### src/rtl/tug_game_ctrl.sv
// Tug of War game sequencer: reset display, countdown, play, win flash, done.
// Define FALSE_START_EN to treat presses during the countdown as fouls.
module tug_game_ctrl #(
  parameter int RST_TICKS   = 4,
  parameter int START_TICKS = 3,
  parameter int WIN_FLASHES = 6
) (
  input  logic       clk,
  input  logic       rst_n,
  input  logic       tick,
  input  logic       btn_l,
  input  logic       btn_r,
  input  logic       new_game,
  output logic [1:0] leds_ctrl,
  output logic [6:0] score,
  output logic [1:0] winner
);

  typedef enum logic [2:0] {
    SHOW_RESET,
    COUNTDOWN,
    PLAY,
    WIN,
    DONE
  } state_t;

  localparam logic [3:0] RST_LAST   = 4'(RST_TICKS - 1);
  localparam logic [3:0] START_LAST = 4'(START_TICKS - 1);
  localparam logic [3:0] WIN_LAST   = 4'(WIN_FLASHES - 1);

  localparam logic [1:0] LEDS_OFF   = 2'd0;
  localparam logic [1:0] LEDS_ON    = 2'd1;
  localparam logic [1:0] LEDS_RESET = 2'd2;
  localparam logic [1:0] LEDS_SCORE = 2'd3;

  localparam logic [1:0] WIN_NONE  = 2'b00;
  localparam logic [1:0] WIN_LEFT  = 2'b10;
  localparam logic [1:0] WIN_RIGHT = 2'b01;

  localparam logic [2:0] POS_CENTRE = 3'd3;
  localparam logic [2:0] POS_LEFT   = 3'd6;
  localparam logic [2:0] POS_RIGHT  = 3'd0;

  state_t     state_reg;
  logic [3:0] tick_cnt_reg;
  logic [2:0] pos_reg;
  logic       btn_l_q;
  logic       btn_r_q;
  logic       press_l;
  logic       press_r;

  assign press_l = btn_l & ~btn_l_q;
  assign press_r = btn_r & ~btn_r_q;

  function automatic logic [6:0] pos_onehot(input logic [2:0] p);
    pos_onehot = 7'd1 << p;
  endfunction

  // score is kept as its own register so every output comes straight from a flop.
  always_ff @(posedge clk or negedge rst_n) begin
    if (!rst_n) begin
      state_reg    <= SHOW_RESET;
      tick_cnt_reg <= 4'd0;
      pos_reg      <= POS_CENTRE;
      btn_l_q      <= 1'b0;
      btn_r_q      <= 1'b0;
      leds_ctrl    <= LEDS_RESET;
      score        <= pos_onehot(POS_CENTRE);
      winner       <= WIN_NONE;
    end else begin
      btn_l_q <= btn_l;
      btn_r_q <= btn_r;
      case (state_reg)
        SHOW_RESET: begin
          if (tick) begin
            if (tick_cnt_reg == RST_LAST) begin
              state_reg    <= COUNTDOWN;
              tick_cnt_reg <= 4'd0;
              pos_reg      <= POS_CENTRE;
              score        <= pos_onehot(POS_CENTRE);
              winner       <= WIN_NONE;
              leds_ctrl    <= LEDS_OFF;
            end else begin
              tick_cnt_reg <= tick_cnt_reg + 4'd1;
            end
          end
        end

        COUNTDOWN: begin
`ifdef FALSE_START_EN
          // A foul outranks a tick arriving in the same cycle.
          if (press_l && press_r) begin
            tick_cnt_reg <= 4'd0;
            pos_reg      <= POS_CENTRE;
            score        <= pos_onehot(POS_CENTRE);
          end else if (press_l) begin
            state_reg    <= WIN;
            tick_cnt_reg <= 4'd0;
            pos_reg      <= POS_RIGHT;
            score        <= pos_onehot(POS_RIGHT);
            winner       <= WIN_RIGHT;
            leds_ctrl    <= LEDS_ON;
          end else if (press_r) begin
            state_reg    <= WIN;
            tick_cnt_reg <= 4'd0;
            pos_reg      <= POS_LEFT;
            score        <= pos_onehot(POS_LEFT);
            winner       <= WIN_LEFT;
            leds_ctrl    <= LEDS_ON;
          end else
`endif
          if (tick) begin
            if (tick_cnt_reg == START_LAST) begin
              state_reg    <= PLAY;
              tick_cnt_reg <= 4'd0;
              leds_ctrl    <= LEDS_SCORE;
            end else begin
              tick_cnt_reg <= tick_cnt_reg + 4'd1;
            end
          end
        end

        PLAY: begin
          // pos stays within 1..5 here, so one step can never leave 0..6.
          if (press_l && !press_r) begin
            pos_reg <= pos_reg + 3'd1;
            score   <= pos_onehot(pos_reg + 3'd1);
            if (pos_reg == POS_LEFT - 3'd1) begin
              state_reg    <= WIN;
              tick_cnt_reg <= 4'd0;
              winner       <= WIN_LEFT;
              leds_ctrl    <= LEDS_ON;
            end
          end else if (press_r && !press_l) begin
            pos_reg <= pos_reg - 3'd1;
            score   <= pos_onehot(pos_reg - 3'd1);
            if (pos_reg == POS_RIGHT + 3'd1) begin
              state_reg    <= WIN;
              tick_cnt_reg <= 4'd0;
              winner       <= WIN_RIGHT;
              leds_ctrl    <= LEDS_ON;
            end
          end
        end

        WIN: begin
          if (tick) begin
            if (tick_cnt_reg == WIN_LAST) begin
              state_reg    <= DONE;
              tick_cnt_reg <= 4'd0;
              leds_ctrl    <= LEDS_SCORE;
            end else begin
              tick_cnt_reg <= tick_cnt_reg + 4'd1;
              leds_ctrl    <= (leds_ctrl == LEDS_ON) ? LEDS_SCORE : LEDS_ON;
            end
          end
        end

        DONE: begin
          if (new_game) begin
            state_reg    <= SHOW_RESET;
            tick_cnt_reg <= 4'd0;
            winner       <= WIN_NONE;
            leds_ctrl    <= LEDS_RESET;
          end
        end

        default: begin
          state_reg    <= SHOW_RESET;
          tick_cnt_reg <= 4'd0;
          leds_ctrl    <= LEDS_RESET;
        end
      endcase
    end
  end

endmodule

### config.mk
export PLATFORM = sky130hd
export DESIGN_NAME = tug_game_ctrl
export DESIGN_NICKNAME = d
export VERILOG_FILES = /design/src/rtl/tug_game_ctrl.sv
export SDC_FILE = /design/constraint.sdc
export NUM_CORES = 1
export LEC_CHECK = 0
export ABC_AREA = 1
export ABC_CLOCK_PERIOD_IN_PS = 2500
export BUFFER_PORTS_ARGS = -buffer_cell sky130_fd_sc_hd__buf_2
export CORE_ASPECT_RATIO = 1.5
export CORE_MARGIN = 3
export CORE_UTILIZATION = 50
export DETAILED_ROUTE_END_ITERATION = 12
export PLACE_DENSITY = 0.7
export SETUP_SLACK_MARGIN = 0.05
export SYNTH_ARGS = -nofsm -noshare
export SYNTH_HDL_FRONTEND = slang
export SYNTH_SLANG_ARGS = --single-unit
### constraint.sdc
create_clock -name clk -period 2.5 [get_ports clk]
set_clock_uncertainty 0.1 [all_clocks]
set_input_delay 0.125 -clock clk [delete_from_list [all_inputs] [get_ports clk]]
set_output_delay 0.125 -clock clk [all_outputs]
set_load 0.01 [all_outputs]
==> results of run 1 <==
metal layers:
| metal | vias to the layer above | share of wire | track usage |
|---|---|---|---|
| met1 | 616 | 0.40 | 0.202 |
| li1 | 649 | - | - |
| met3 | 9 | 0.022 | 0.0123 |
| met2 | 27 | 0.54 | 0.349 |
| met4 | 0 | 0.034 | 0.0831 |
| met5 | - | 0 | 0 |
cells by family (layout without fill, tap and decap cells):
kind of cell | Yosys count | count (layout)
AO/OA/AOI/OAI | 21 | 21
flip-flops | 23 | 23
adder cells (fa/ha/maj) | 8 | 8
buffers and inverters | 26 | 47
AND/OR/NAND/NOR | 110 | 110
XOR/XNOR | 3 | 3
per-stage QoR:
step                power [uW]  setup WS, ns   util  hold slack [ns]  std cells
floorplan                 1430         0.823      -           -0.271        191
global placement          1640         0.714  0.574           0.0145        242
detailed placement        1680         0.683  0.574           0.0267        242
CTS                       1920         0.518  0.602           0.0559        249
global route              2110         0.340  0.602           0.0829        249
finish                    1910         0.529  0.602           0.0483        249
timing repair:
| item | CTS | global route |
|---|---|---|
| endpoints found under the setup margin | 0 | 0 |
| endpoints found under the hold margin | 21 | 0 |
| hold buffers | 3 | 0 |
synth_stat cells:
cell type	number
clkinv_1	1
a21oi_1	1
nand2_1	63
a21oi_2	1
a21o_1	1
buf_4	1
nand2_4	1
o21ai_1	3
nor2_4	3
o21ai_0	11
a31oi_1	1
nand3_2	2
dfstp_2	4
nor2_1	11
nand4_1	3
a22oi_1	1
ha_1	8
inv_2	3
nand3_1	19
nand2_2	4
xor2_1	3
a21oi_4	1
o211ai_1	1
dfrtp_1	19
nor3_4	1
buf_2	1
inv_1	20
nor2_2	3
worst min-delay path by stage:
stage	startpoint	end	slack (ns)
CTS	new_game	state_reg[2]	0.06
floorplan	rst_n	btn_l_q	-0.27
global route	new_game	state_reg[2]	0.08
detailed placement	rst_n	btn_r_q	0.03
global placement	rst_n	btn_r_q	0.01
finish	new_game	state_reg[2]	0.05
worst max-delay path, stage by stage:
cell,delay (ns)
dlygate4sd3_1,0.51
buf_2,0.11
inv_1,0.03
nor2_1,0.13
ha_1,0.29
nand2_1,0.12
inv_1,0.05
nand2_1,0.05
nand2_1,0.08
clkinv_1,0.08
nand2_2,0.06
nor2_4,0.20
nand2_2,0.08
nand2_1,0.06
nand2_1,0.05
power by group through the flow:
stage / logic (uW) / registers (uW) / clock network (uW)
finish: 1040 / 638 / 234
detailed placement: 1040 / 644 / 0
floorplan: 820 / 615 / 0
global placement: 1010 / 636 / 0
global route: 1200 / 658 / 255
CTS: 1050 / 637 / 238
layout by cell type (no fill, tap or decap), types with 4 or more instances in the layout:
master / instances
dfstp_2: 4
buf_2: 16
nand2_2: 4
dfrtp_1: 19
nand3_1: 19
ha_1: 8
nor2_1: 11
nand2_1: 63
o21ai_0: 11
inv_1: 20
final cells by class:
| cell class | count | area, sq um | area share |
|---|---|---|---|
| timing repair buffer | 19 | 110 | 0.0669 |
| clock inverter | 1 | 5.00 | 0.00304 |
| tap | 37 | 46.3 | 0.0281 |
| clock buffer | 3 | 41.3 | 0.0251 |
| inverter | 24 | 90.1 | 0.0548 |
| multi-input combinational | 142 | 772 | 0.469 |
| sequential | 23 | 581 | 0.353 |
==> run_results.csv, run 1 <==
group,metric,value,unit
synthesis,ys_top_cells_by_area,"dfrtp_1 33%, nand2_1 16%, dfstp_2 7.2%",
timing,finalCriticalPeriod,1.97,ns
floorplan,start_util,0.532,
pwr,power.switching,949,uW
job,max_cap_viol_count,0,
clocking,cts_buffer_depth,2,
pwr,seq_power_share,0.333,
synthesis,ys_ff_latch,23,
detailed_routing,drtPass1Iterations,4,
clocking,cts.sinks,23,
worst_setup_path,worstSetupEndpointType,"flip-flop",
global_route,grt_first_pass_wirelength,5310,um
clocking,h-tree-depth,1,
pwr,power_frac_comb,0.545,
floorplan,die_y,72.1,um
detailed_routing,vias,1301,
synthesis,syn_avg_cell_area,7.62,sq um
detailed_routing,drc_errors,0,
pwr,ir_worst_vdd,574,uV
worst_setup_path,r2r-start,"btn_l_q",
worst_setup_path,cp-startpoint,"btn_l",
pwr,clkPwrFrac,0.122,
placed_design,gp_congestion,0.845,
synthesis,synth-seq-area-share,0.399,
synthesis,synth-xor-area-share,0.0181,
cells_and_area,synthToLayoutAreaGrowth,13.1,%
clocking,numCtsBuffers,3,
clocking,cts_resized,0,
placed_design,place_hpwl,2330,um
synthesis,synthDominantCellAreaShare,0.327,
status,status,"finished, final reports clean",
floorplan,ios,17,
synthesis,synth-simple-area-share,0.355,
global_route,grt_usage,0.183,
clocking,path_clk_slew,0.08,ns
pwr,cellLeakagePower,0.000887,uW
timing,clock.fmax,0.507,GHz
cells_and_area,fillCellCount,247,
worst_setup_path,reg2reg_slack,0.65,ns
worst_setup_path,arrival,2.03,ns
placed_design,placed_area,1570,sq um
synthesis,synth_cell_types,28,
cells_and_area,diodes,0,
clocking,cts_tree,"done",
worst_setup_path,cp.required,2.56,ns
synthesis,synth_compound_area_frac,0.0886,
cells_and_area,drive_gt1_frac,0.203,
synthesis,synth_cells,191,
min_path,hp-class,"input port to flip-flop",
timing,rsz0062_at_grt,"false",
timing,setup_viol,0,
worst_setup_path,crit_fanout,9,
synthesis,ys_warn_count,0,
detailed_routing,routedWlPerCell,12.0,um
synthesis,syn_nets,205,
timing,maxSlewHeadroom,0.647,
worst_setup_path,worst-setup-path-type,"input port to flip-flop",
worst_setup_path,worstSetupStartpointType,"input port",
cells_and_area,largest_reg_flops,7,
worst_setup_path,r2r_cells,12,
detailed_routing,drt-initial-drc-count,41,
floorplan,die_area,3610,sq um
timing,report.final.slew_viol_count,0,
synthesis,synth.area.mux_share,0,
synthesis,synth_adder_area_share,0.0688,
pwr,p_int,965,uW
timing,min_period_over_period,0.788,
synthesis,syn_area,1460,sq um
placed_design,io_buffers,16,
min_path,hold_depth,4,
clocking,clk_latency,0.27,ns
cells_and_area,nets,227,
timing,fin_setup_tns,0,ns
clocking,clock-root-buffer,"clkbuf_8",
synthesis,yosysTopAreaCell,"dfrtp_1",
detailed_routing,routed_wl,2980,um
global_route,antenna_found_initial,0,
global_route,grt_start_max_net_pins,24,
cells_and_area,final_area,1650,sq um
pwr,p_sw_frac,0.496,
floorplan,core_area,2730,sq um
pwr,powerDensity,1160,nW/um^2
global_route,grt_pass1_vias,1293,
timing,tightest_slew,0.530,ns
worst_setup_path,crit_end,"leds_ctrl[0]",
clocking,post-cts-setup-buffers,0,
detailed_routing,final_antenna_net_count,0,
worst_setup_path,r2r_end,"leds_ctrl[0]",
global_route,grt-ovfl-total,0,
synthesis,synth_top_family_by_area,"simple AND/OR/NAND/NOR gates",
detailed_routing,viasPerCell,5.22,
timing,finalHoldViolations,0,
floorplan,die_w,50.0,um
floorplan,rows,23,
No activity file was read; power rests on OpenSTA's default activity.
==> run 2: changes to the inputs <==
- ABC_CLOCK_PERIOD_IN_PS: 2500 -> 1850
- clock period: 2.5 -> 1.85 ns (I/O delays scaled with it)
==> run 2 against run 1 <==
Compared with the run above:
- highest routed layer unchanged
- flip-flop and latch count is the same
- register-to-register slack lost 0.50 ns
- non-clock buffer count grew 1
- global-route usage grew 0.66 points
- hold slack gained 0.017 ns
- largest cell class unchanged
- routed wire length grew 4.8%
- cell area grew 3.2%
==> run_results.csv, run 2 (same netlist as run 1, synthesis figures left out) <==
group,metric,value,unit
clocking,path_clk_slew,0.08,ns
pwr,power,2670,uW
clocking,clk_latency,0.26,ns
placed_design,dp_cells,243,
detailed_routing,wl_met1,1260,um
pwr,cellLeakagePower,0.000894,uW
cells_and_area,largest_reg_flops,7,
clocking,clock-root-buffer,"clkbuf_8",
job,max_cap_viol_count,0,
timing,finalCriticalPeriod,1.70,ns
pwr,p_sw_frac,0.495,
floorplan,core_area,2730,sq um
placed_design,gp_congestion,0.839,
global_route,antenna_found_initial,0,
cells_and_area,drive_gt1_frac,0.238,
timing,finalHoldViolations,0,
clocking,h-tree-depth,1,
floorplan,ios,17,
worst_setup_path,crit_chain,"nor2_4 -> ha_4 -> nand2_1 -> inv_1 -> nand2_1 -> nand2_2 -> clkinv_1 -> nand2_2 -> nor2_4 -> nand2_2 -> nand2_1 -> nand2_1",
timing,maxSlewHeadroom,0.654,
timing,clock.fmax,0.587,GHz
worst_setup_path,arrival,1.76,ns
detailed_routing,top_layer_used,"met4",
status,status,"finished, final reports clean",
detailed_routing,route.met3.wl,59,um
floorplan,rows,23,
worst_setup_path,cp_common_cell,"nand2_1",
detailed_routing,final_antenna_net_count,0,
timing,holdWs,0.0649,ns
global_route,grt_first_pass_wirelength,5480,um
worst_setup_path,worst-setup-path-type,"flip-flop to flip-flop",
pwr,seq_power_share,0.320,
floorplan,start_util,0.532,
worst_setup_path,worstSetupStartpointType,"flip-flop",
timing,setup_viol,0,
floorplan,die_y,72.1,um
clocking,cts_tree,"done",
global_route,grt_pass1_vias,1309,
cells_and_area,fin_cells,251,
global_route,grt_usage,0.190,
pwr,power.switching,1320,uW
placed_design,pre_cts_slack,0.0490,ns
detailed_routing,met2_length,1730,um
placed_design,io_buffers,16,
pwr,powerDensity,1570,nW/um^2
global_route,grt_start_max_net_pins,24,
timing,setup_slack,0.148,ns
timing,min_period_over_period,0.920,
clocking,numCtsBuffers,3,
clocking,cts.sinks,23,
cells_and_area,layout_common_cells,"61 x nand2_1, 20 x inv_1, 19 x nand3_1",
worst_setup_path,cp.required,1.91,ns
cells_and_area,nets,229,
cells_and_area,layout_commonest_cell,"nand2_1",
worst_setup_path,slowest_delay,0.41,ns
floorplan,die_area,3610,sq um
worst_setup_path,cp_slowest_cell,"dfrtp_1",
pwr,ir_worst_vdd,850,uV
pwr,p_int,1350,uW
clocking,cts_buffer_depth,2,
detailed_routing,routedWlPerCell,12.5,um
worst_setup_path,worstSetupEndpointType,"flip-flop",
detailed_routing,drc_errors,0,
timing,rsz0062_at_grt,"false",
pwr,power_frac_comb,0.564,
timing,tightest_slew,0.519,ns
worst_setup_path,crit_fanout,5,
cells_and_area,diodes,0,
global_route,grt-ovfl-total,0,
timing,fin_setup_tns,0,ns
placed_design,place_hpwl,2400,um
cells_and_area,synthToLayoutAreaGrowth,16.7,%
timing,report.final.slew_viol_count,0,
detailed_routing,viasPerCell,5.25,
detailed_routing,drtPass1Iterations,4,
min_path,hp-class,"input port to flip-flop",
floorplan,die_w,50.0,um
detailed_routing,routed_wl,3130,um
detailed_routing,drt-initial-drc-count,40,
detailed_routing,vias,1317,
pwr,clkPwrFrac,0.116,
## run 2: metrics by stage
step,instance area (sq um),utilization
CTS,1670,0.612
floorplan,1460,-
detailed placement,1580,0.577
global route,1700,0.621
global placement,1580,0.577
finish,1700,0.621
## run 2: per-layer routing
layer	global-route usage	up-vias
li1	-	656
met4	0.0738	0
met5	0	-
met2	0.360	19
met1	0.211	634
met3	0.0185	8
## run 2: path summary, 6_finish.rpt
path / start / to / slack, ns / cells past startpoint
min in group asynchronous: rst_n / winner[1] / 0.24 / 2
max in group asynchronous: rst_n / state_reg[2] / 1.04 / 2
max: btn_l_q / leds_ctrl[0] / 0.15 / 12
max reg2reg: btn_l_q / leds_ctrl[0] / 0.15 / 12
min: new_game / state_reg[2] / 0.06 / 4
min reg2reg: leds_ctrl[1] / leds_ctrl[1] / 0.37 / 2
## run 2: critical path: cells and delay by family, from the launching register on
kind,cells,cell delay [ns]
adders and majority gates,1,0.22
buffers and inverters,2,0.11
DFF,1,0.41
and+or+nand+nor,9,0.75
## run 2: timing repair
action                                 in CTS  in global routing
buffers inserted                            0                  0
gates cloned                                1                  0
gates resized for setup                     2                  7
pin swaps                                   1                  2
endpoints found under the hold margin      21                  0
hold buffers                                3                  0
setup endpoints to repair                   2                 16
## run 2: power groups by stage
stage               clock network (uW)  registers (uW)  logic [uW]
floorplan                            0             831        1110
global placement                     0             850        1390
detailed placement                   0             862        1430
CTS                                320             852        1470
global route                       334             882        1700
finish                             309             853        1500
## run 2: area by class of cell
class / instances / area [sq um]
multi-input combinational: 143 / 816
inverter: 24 / 90.1
clock inverter: 1 / 5.00
sequential: 23 / 582
clock buffer: 3 / 41.3
fill: 255 / 1040
timing repair buffer: 20 / 118
tap: 37 / 46.3
==> run 3: changes to the inputs <==
- CORE_UTILIZATION: 50 -> 57
- CTS_CLUSTER_DIAMETER: unset -> 80
- PLACE_DENSITY: 0.7 -> 0.78
==> run 3 against run 2 <==
Compared with the run above:
- count of clock-buffer cells in the layout did not move
- register-to-register slack about the same
- power is 0.63% lower
- hold slack improved by 0.060 ns
- maximum frequency shrank 0.51%
- die area is 11% lower
- worst setup slack worse by 0.0088 ns
- critical path depth is 3 lower
- final cell count is 3.6% lower
- clock power decreased by 25%
- utilization grew 12 points
- highest routed layer unchanged
==> run_results.csv, run 3 (same netlist as run 1, synthesis figures left out) <==
group,metric,value,unit
pwr,p_int,1310,uW
cells_and_area,fillCellCount,202,
worst_setup_path,arrival,1.87,ns
detailed_routing,routedWlPerCell,13.2,um
cells_and_area,layout_common_cells,"58 x nand2_1, 19 x inv_1, 19 x nand3_1",
pwr,ir_worst_vdd,919,uV
job,max_cap_viol_count,0,
timing,min_period_over_period,0.925,
pwr,p_sw_frac,0.505,
pwr,power,2650,uW
clocking,path_clk_slew,0.13,ns
clocking,clk_latency,0.32,ns
status,status,"finished, final reports clean",
timing,finalHoldViolations,0,
global_route,grt-ovfl-total,0,
worst_setup_path,r2r-start,"pos_reg[1]",
cells_and_area,layout_commonest_cell,"nand2_1",
cells_and_area,fin_cells,242,
worst_setup_path,worstSetupEndpointType,"flip-flop",
pwr,seq_power_share,0.331,
detailed_routing,drc_errors,0,
detailed_routing,routed_wl,3200,um
detailed_routing,viasPerCell,5.48,
global_route,grt_first_pass_wirelength,5270,um
floorplan,ios,17,
timing,tightest_slew,0.498,ns
floorplan,start_util,0.622,
placed_design,gp_congestion,0.852,
timing,finalCriticalPeriod,1.71,ns
placed_design,dp_cells,231,
detailed_routing,final_antenna_net_count,0,
timing,rsz0062_at_grt,"false",
global_route,antenna_found_initial,0,
placed_design,io_buffers,16,
worst_setup_path,worst-setup-path-type,"flip-flop to flip-flop",
floorplan,die_area,3210,sq um
worst_setup_path,crit_fanout,5,
timing,report.final.slew_viol_count,0,
timing,maxSlewHeadroom,0.668,
timing,fin_setup_tns,0,ns
global_route,grt_start_max_net_pins,24,
clocking,cts.sinks,23,
worst_setup_path,cp-startpoint,"pos_reg[1]",
floorplan,die_y,67.9,um
worst_setup_path,cp.required,2.01,ns
cells_and_area,largest_reg_flops,7,
cells_and_area,drive_gt1_frac,0.274,
cells_and_area,nets,234,
floorplan,rows,21,
detailed_routing,drt-initial-drc-count,26,
cells_and_area,synthToLayoutAreaGrowth,18.7,%
global_route,grt_pass1_vias,1324,
clocking,cts_buffer_depth,2,
timing,holdWs,0.125,ns
pwr,power.switching,1340,uW
clocking,h-tree-depth,1,
pwr,power_frac_comb,0.581,
global_route,grt_usage,0.229,
worst_setup_path,worstSetupStartpointType,"flip-flop",
placed_design,place_hpwl,2320,um
floorplan,core_area,2340,sq um
timing,clock.fmax,0.584,GHz
pwr,cellLeakagePower,0.000924,uW
cells_and_area,diodes,0,
pwr,clkPwrFrac,0.088,
clocking,clock-root-buffer,"clkbuf_4",
detailed_routing,vias,1326,
clocking,numCtsBuffers,3,
min_path,hp-class,"input port to flip-flop",
floorplan,die_w,47.3,um
timing,setup_viol,0,
min_path,worstHoldStart,"tick",
clocking,cts_tree,"done",
detailed_routing,drtPass1Iterations,4,
pwr,powerDensity,1530,nW/um^2
-- run 3: cell count changes in the layout (fill, tap and decap cells not counted), moves of 2 or more --
cell      before  now
buf_4          1    4
nand2_1       61   58
inv_2          3    5
clkbuf_4       0    3
nand2_4        1    3
clkbuf_8       3    0
-- run 3: area by class of cell --
cell class,instances,area (sq um),share of cell area
clock inverters,1,5.00,0.00290
multi-input cells,143,836,0.484
clock buffers,3,22.5,0.0130
well taps,23,28.8,0.0167
flip-flops and latches,23,582,0.337
inverters,24,90.1,0.0522
repair buffers,25,163,0.0942
-- run 3: timing repair --
| action | CTS | global route |
|---|---|---|
| hold endpoints to repair | 26 | 1 |
| cloned | 1 | 0 |
| hold buffers | 4 | 1 |
| setup buffers | 0 | 1 |
| pin swaps | 2 | 6 |
| resized for setup | 3 | 15 |
| endpoints found under the setup margin | 7 | 17 |
-- run 3: power groups by stage --
stage	clock network (uW)	registers, uW	logic, uW
2_1_floorplan	0	831	1110
3_3_place_gp	0	859	1390
3_5_place_dp	0	872	1440
4_1_cts	238	865	1480
5_1_grt	266	904	1730
6_report	233	877	1540
-- run 3: worst max-delay path, stage by stage (launching register included) --
cell and delay (ns):
dfstp_2 0.56, inv_1 0.07, ha_1 0.20, nand2_1 0.07, nand2_1 0.10, a21oi_4 0.26
nor2_4 0.09, nand2_2 0.09, nand2_1 0.06, nand2_1 0.07
-- run 3: per-layer routing --
layer | GRT usage | vias to the layer above | part of all wire
met5 | 0 | - | 0
met1 | 0.236 | 627 | 0.39
met4 | 0.131 | 0 | 0.023
met2 | 0.421 | 27 | 0.57
met3 | 0.0184 | 6 | 0.023
li1 | - | 666 | -
-- run 3: worst paths after layout --
path	to	slack [ns]	depth (start not counted)
max in group asynchronous	leds_ctrl[1]	1.13	2
max	leds_ctrl[1]	0.14	9
min in group asynchronous	btn_l_q	0.15	2
max reg2reg	leds_ctrl[1]	0.14	9
min reg2reg	score[4]	0.39	2
min	state_reg[2]	0.12	5
-- run 3: metrics by stage --
stage           util  area (sq um)  setup WS, ns
2_1_floorplan      -          1460         0.173
3_3_place_gp   0.673          1570        0.0748
3_5_place_dp   0.673          1570      -0.00926
4_1_cts        0.713          1670        0.0622
5_1_grt        0.738          1730        0.0458
6_report       0.738          1730         0.139
